===== src/rtl/exe_result_fifo_pkg.sv =====
// exe_result_fifo_pkg: shared result payload type and ROB id width
package exe_result_fifo_pkg;
  localparam int ROB_ID_W = 6;
  typedef struct packed {
    logic [31:0]         data;
    logic [ROB_ID_W-1:0] wreg_id;
    logic                jump;
    logic [31:0]         target;
  } exe_result_t;
endpackage


===== src/rtl/exe_result_fifo_ring_ptr.sv =====
// ring_ptr: wrapping index over a power-of-two ring with increment and clear
module ring_ptr #(
  parameter int DEPTH = 4
) (
  input  logic                     clk,
  input  logic                     rst_n,
  input  logic                     clr_i,
  input  logic                     inc_i,
  output logic [$clog2(DEPTH)-1:0] ptr_o
);
  localparam int AW = $clog2(DEPTH);
  logic [AW-1:0] ptr_q, ptr_d;
  // clear wins over increment; power-of-two depth wraps naturally
  always_comb ptr_d = clr_i ? '0 : inc_i ? ptr_q + AW'(1) : ptr_q;
  // pointer register
  always_ff @(posedge clk)
    if (!rst_n) ptr_q <= '0;
    else        ptr_q <= ptr_d;
  assign ptr_o = ptr_q;
endmodule


===== src/rtl/exe_result_fifo.sv =====
// exe_result_fifo: in-order FU result buffer feeding the CDB arbiter; EXE_FIFO_BYPASS_EN adds an empty-FIFO pass-through
module exe_result_fifo
  import exe_result_fifo_pkg::*;
#(
  parameter int DEPTH = 4
) (
  input  logic                         clk,
  input  logic                         rst_n,
  input  logic                         flush_i,
  input  logic                         in_valid_i,
  output logic                         in_ready_o,
  input  logic [31:0]                  in_data_i,
  input  logic [ROB_ID_W-1:0]          in_wreg_id_i,
  input  logic                         in_jump_i,
  input  logic [31:0]                  in_target_i,
  output logic                         out_valid_o,
  input  logic                         out_ready_i,
  output logic [31:0]                  out_data_o,
  output logic [ROB_ID_W-1:0]          out_wreg_id_o,
  output logic                         out_jump_o,
  output logic [31:0]                  out_target_o,
  output logic [$clog2(DEPTH+1)-1:0]   count_o
);
  localparam int AW = $clog2(DEPTH);
  localparam int CW = $clog2(DEPTH+1);
  exe_result_t   mem_q [DEPTH];
  exe_result_t   in_res, out_res;
  logic [AW-1:0] head, tail;
  logic [CW-1:0] count_q, count_d;
  logic          empty, push, wr, rd;
  assign in_res = {in_data_i, in_wreg_id_i, in_jump_i, in_target_i};
  // handshake decode; in_ready looks only at registered state, never at out_ready
  always_comb begin
    empty      = count_q == '0;
    in_ready_o = count_q != CW'(DEPTH) && !flush_i;
    push       = in_valid_i && in_ready_o;
`ifdef EXE_FIFO_BYPASS_EN
    out_valid_o = (!empty || in_valid_i) && !flush_i;
    out_res     = empty ? in_res : mem_q[head];
    wr          = push && !(empty && out_ready_i);
    rd          = out_valid_o && out_ready_i && !empty;
`else
    out_valid_o = !empty && !flush_i;
    out_res     = mem_q[head];
    wr          = push;
    rd          = out_valid_o && out_ready_i;
`endif
    count_d     = flush_i ? '0 : count_q + CW'(wr) - CW'(rd);
  end
  // payload storage, intentionally not reset
  always_ff @(posedge clk)
    if (wr) mem_q[tail] <= in_res;
  // occupancy counter
  always_ff @(posedge clk)
    if (!rst_n) count_q <= '0;
    else        count_q <= count_d;
  ring_ptr #(.DEPTH(DEPTH)) u_head (.clk(clk), .rst_n(rst_n), .clr_i(flush_i), .inc_i(rd), .ptr_o(head));
  ring_ptr #(.DEPTH(DEPTH)) u_tail (.clk(clk), .rst_n(rst_n), .clr_i(flush_i), .inc_i(wr), .ptr_o(tail));
  assign out_data_o    = out_res.data;
  assign out_wreg_id_o = out_res.wreg_id;
  assign out_jump_o    = out_res.jump;
  assign out_target_o  = out_res.target;
  assign count_o       = count_q;
endmodule


===== config.mk =====
export PLATFORM = sky130hd
export DESIGN_NAME = exe_result_fifo
export DESIGN_NICKNAME = d
export VERILOG_FILES = /design/src/rtl/exe_result_fifo_pkg.sv /design/src/rtl/exe_result_fifo_ring_ptr.sv /design/src/rtl/exe_result_fifo.sv
export SDC_FILE = /design/constraint.sdc
export NUM_CORES = 1
export LEC_CHECK = 0
export CAP_MARGIN = 20
export CORE_ASPECT_RATIO = 1.4
export CORE_UTILIZATION = 40
export DETAILED_ROUTE_END_ITERATION = 6
export PLACE_DENSITY_LB_ADDON = 0.1
export SLEW_MARGIN = 25
export SYNTH_ARGS = -nofsm -noshare
export SYNTH_HDL_FRONTEND = slang
export SYNTH_HIERARCHICAL = 1
export SYNTH_SLANG_ARGS = --single-unit

===== constraint.sdc =====
create_clock -name clk -period 14.1 [get_ports clk]
set_clock_uncertainty 0.05 [all_clocks]
set_input_delay 2.82 -clock clk [delete_from_list [all_inputs] [get_ports clk]]
set_output_delay 2.82 -clock clk [all_outputs]
set_load 0.005 [all_outputs]

==> flow_summary.yaml <==
place:
  portBuffers: 151
  dp.cells: 883
  postPlaceCellArea_sq_um: 12600
  place.gp.congestion: 0.697
  hpwl_um: 11500
  place_ws_ns: 7.28
final_layout:
  area_growth_pct: 25.7
  stdcell_area_sq_um: 13500
  mostFrequentLayoutCell: "edfxtp_1"
  fin_util_pct: 51.3
  layout_common_cells: "284 x edfxtp_1, 151 x clkdlybuf4s50_1, 70 x mux4_2"
  final_cells: 935
  drive_gt1_share_pct: 21.6
  nets: 668
  n_antenna_cell: 0
min_path:
  min_from: "u_tail/ptr_o[0]"
  hold_depth: 2
  hp-class: "reg -> reg"
timing:
  hold_viol: 0
  max_freq_ghz: 0.146
  whs_ns: 0.576
  setup-tns-final_ns: 0
  slew_viol_final: 0
  max_slew_margin_pct: 35.8
  finalCritPeriodShare_pct: 48.4
  rsz0062_at_grt: "false"
  finalWorstSetupSlack_ns: 7.27
  finalSetupViolations: 0
  worst_pin_slew_ns: 0.961
  post-route-min-period_ns: 6.83
setup_path:
  path_class: "in -> out"
  required_ns: 11.23
  start_kind: "primary input"
  crit_buf_inv: 2
  r2r_cells: 9
  path_cells: "clkdlybuf4s50_1 -> nor2_1 -> clkdlybuf4s50_1"
  critPathLaunch: "flush_i"
  cp-end-kind: "output pin"
  crit_path_frequent_cell: "clkdlybuf4s50_1"
  cp_slowest_cell: "clkdlybuf4s50_1"
  rr_startpoint: "count_o[2]"
  critPathMaxFanout: 7
  critPathMaxStageDelay_ns: 0.51
  crit_cells: 3
  worstPathArrival_ns: 3.96
  cp_top_family: "buffers and inverters"
die:
  die_w_um: 140
  fp.dieArea_sq_um: 27500
  die_h_um: 196
  initial_core_util_pct: 40.8
  ios: 152
  design.core.area_sq_um: 26300
  num_rows: 70
power_and_ir_drop:
  peakVddDrop_v: 0.000103
  p_leak_nw: 4.18
  power_density_nw_per_um2: 132
  finalPower_mw: 1.78
logic_synthesis:
  synth_seq_cells: 291
  avgSynthCellArea_sq_um: 25.9
  syn_inst: 414
  synth_area_sq_um: 10700
  yosysWarnings: 6
  ys_seq_area_share_pct: 80.8
  synth.distinct_cells: 24
  synth.net_count: 493
drt:
  drt-initial-drc-count: 235
  wl_per_cell_um: 21.3
  via_per_inst: 5.15
  wl_um: 19900
  vias: 4814
  drt_pass1_iterations: 4
  drc_errors: 0
  ant_nets: 0
global_route:
  grt_pass1_vias: 5454
  grt_pass1_wl_um: 30700
  antenna_found_initial: 0
  grt_usage_pct: 15.0
  grt_max_degree: 47
  overflow: 0
clock_network:
  cts_setup_buffers: 0
  cts-resized-gates: 0
  insertion_delay_ns: 0.53
  cts_max_level: 1
  cts_tree: "yes"
  clock_sinks: 291
  cts_hold_buffers: 0
  cts_buffers: 28
  root_buffer: "clkbuf_16"
  clockBufferDepth: 3
  path_clk_slew_ns: 0.06
outcome:
  status: "complete, no violations"
flow_run:
  cap_violations: 0
-- worst min-delay path, cell delays in order, from the launching register on --
cell      delay, ns
dfxtp_1        0.39
nand3b_1       0.14
a21oi_2        0.06
-- area by class of cell --
cell class              instances  area, sq um
clock inverters                19          179
flip-flops and latches        291         8680
repair buffers                161         1590
fillers                      2087        12800
well taps                     324          405
inverters                       3         11.3
clock buffers                  33          741
multi-input cells             104         1880
-- flip-flops by register name, summed over array words and instances (netlist names) --
name / flops
count_o: 3
u_tail/ptr_o: 2
u_head/ptr_o: 2
mem_q: 284
-- synth_stat cells, drive strengths merged --
| library cell | instances | share of area (%) |
|---|---|---|
| nor4 | 1 | 0.058 |
| a21bo | 2 | 0.19 |
| xnor2 | 2 | 0.16 |
| nor3b | 2 | 0.14 |
| nor3 | 2 | 0.093 |
| or2 | 1 | 0.058 |
| nand2 | 1 | 0.035 |
| nor4b | 2 | 0.16 |
| fa | 1 | 0.19 |
| ha | 2 | 0.23 |
| nor2 | 8 | 0.28 |
| buf | 16 | 1.8 |
| inv | 3 | 0.10 |
| nand2b | 4 | 0.23 |
| edfxtp | 284 | 80 |
| xnor3 | 1 | 0.21 |
| dfxtp | 7 | 1.3 |
| mux4 | 71 | 15 |
| a21oi | 2 | 0.16 |
| nand3b | 2 | 0.14 |
-- worst paths after layout --
kind / end / slack, ns
setup / recovery: in_ready_o / 7.27
hold / removal: u_tail/ptr_o[1] / 0.58
setup reg to reg: count_o[2] / 11.41
hold reg to reg: u_tail/ptr_o[1] / 0.58
-- where the power goes --
group | leakage (nW) | internal [mW] | total (mW) | switching (mW)
registers | 2.64 | 0.963 | 0.967 | 0.00363
clock network | 0.450 | 0.431 | 0.736 | 0.305
logic | 1.09 | 0.0487 | 0.0790 | 0.0303
-- cell families (layout without fill, tap and decap cells) --
| group | Yosys count | after routing | share of synthesized area [%] |
|---|---|---|---|
| fa+ha+maj | 3 | 3 | 0.420 |
| compound gates | 4 | 4 | 0.350 |
| mux | 71 | 71 | 14.9 |
| buf+inv | 19 | 216 | 1.88 |
| simple gates | 23 | 23 | 1.20 |
| xor+xnor | 3 | 3 | 0.373 |
| flops | 291 | 291 | 80.8 |
-- layer usage --
layer	up-vias	part of all wire, %	global-route usage, %
met5	-	0	0
met4	0	1.8	4.19
met3	24	5.6	3.56
met2	114	55	28.1
met1	2550	38	16.9
li1	2126	-	-
Power figures use the tool's default switching activity.
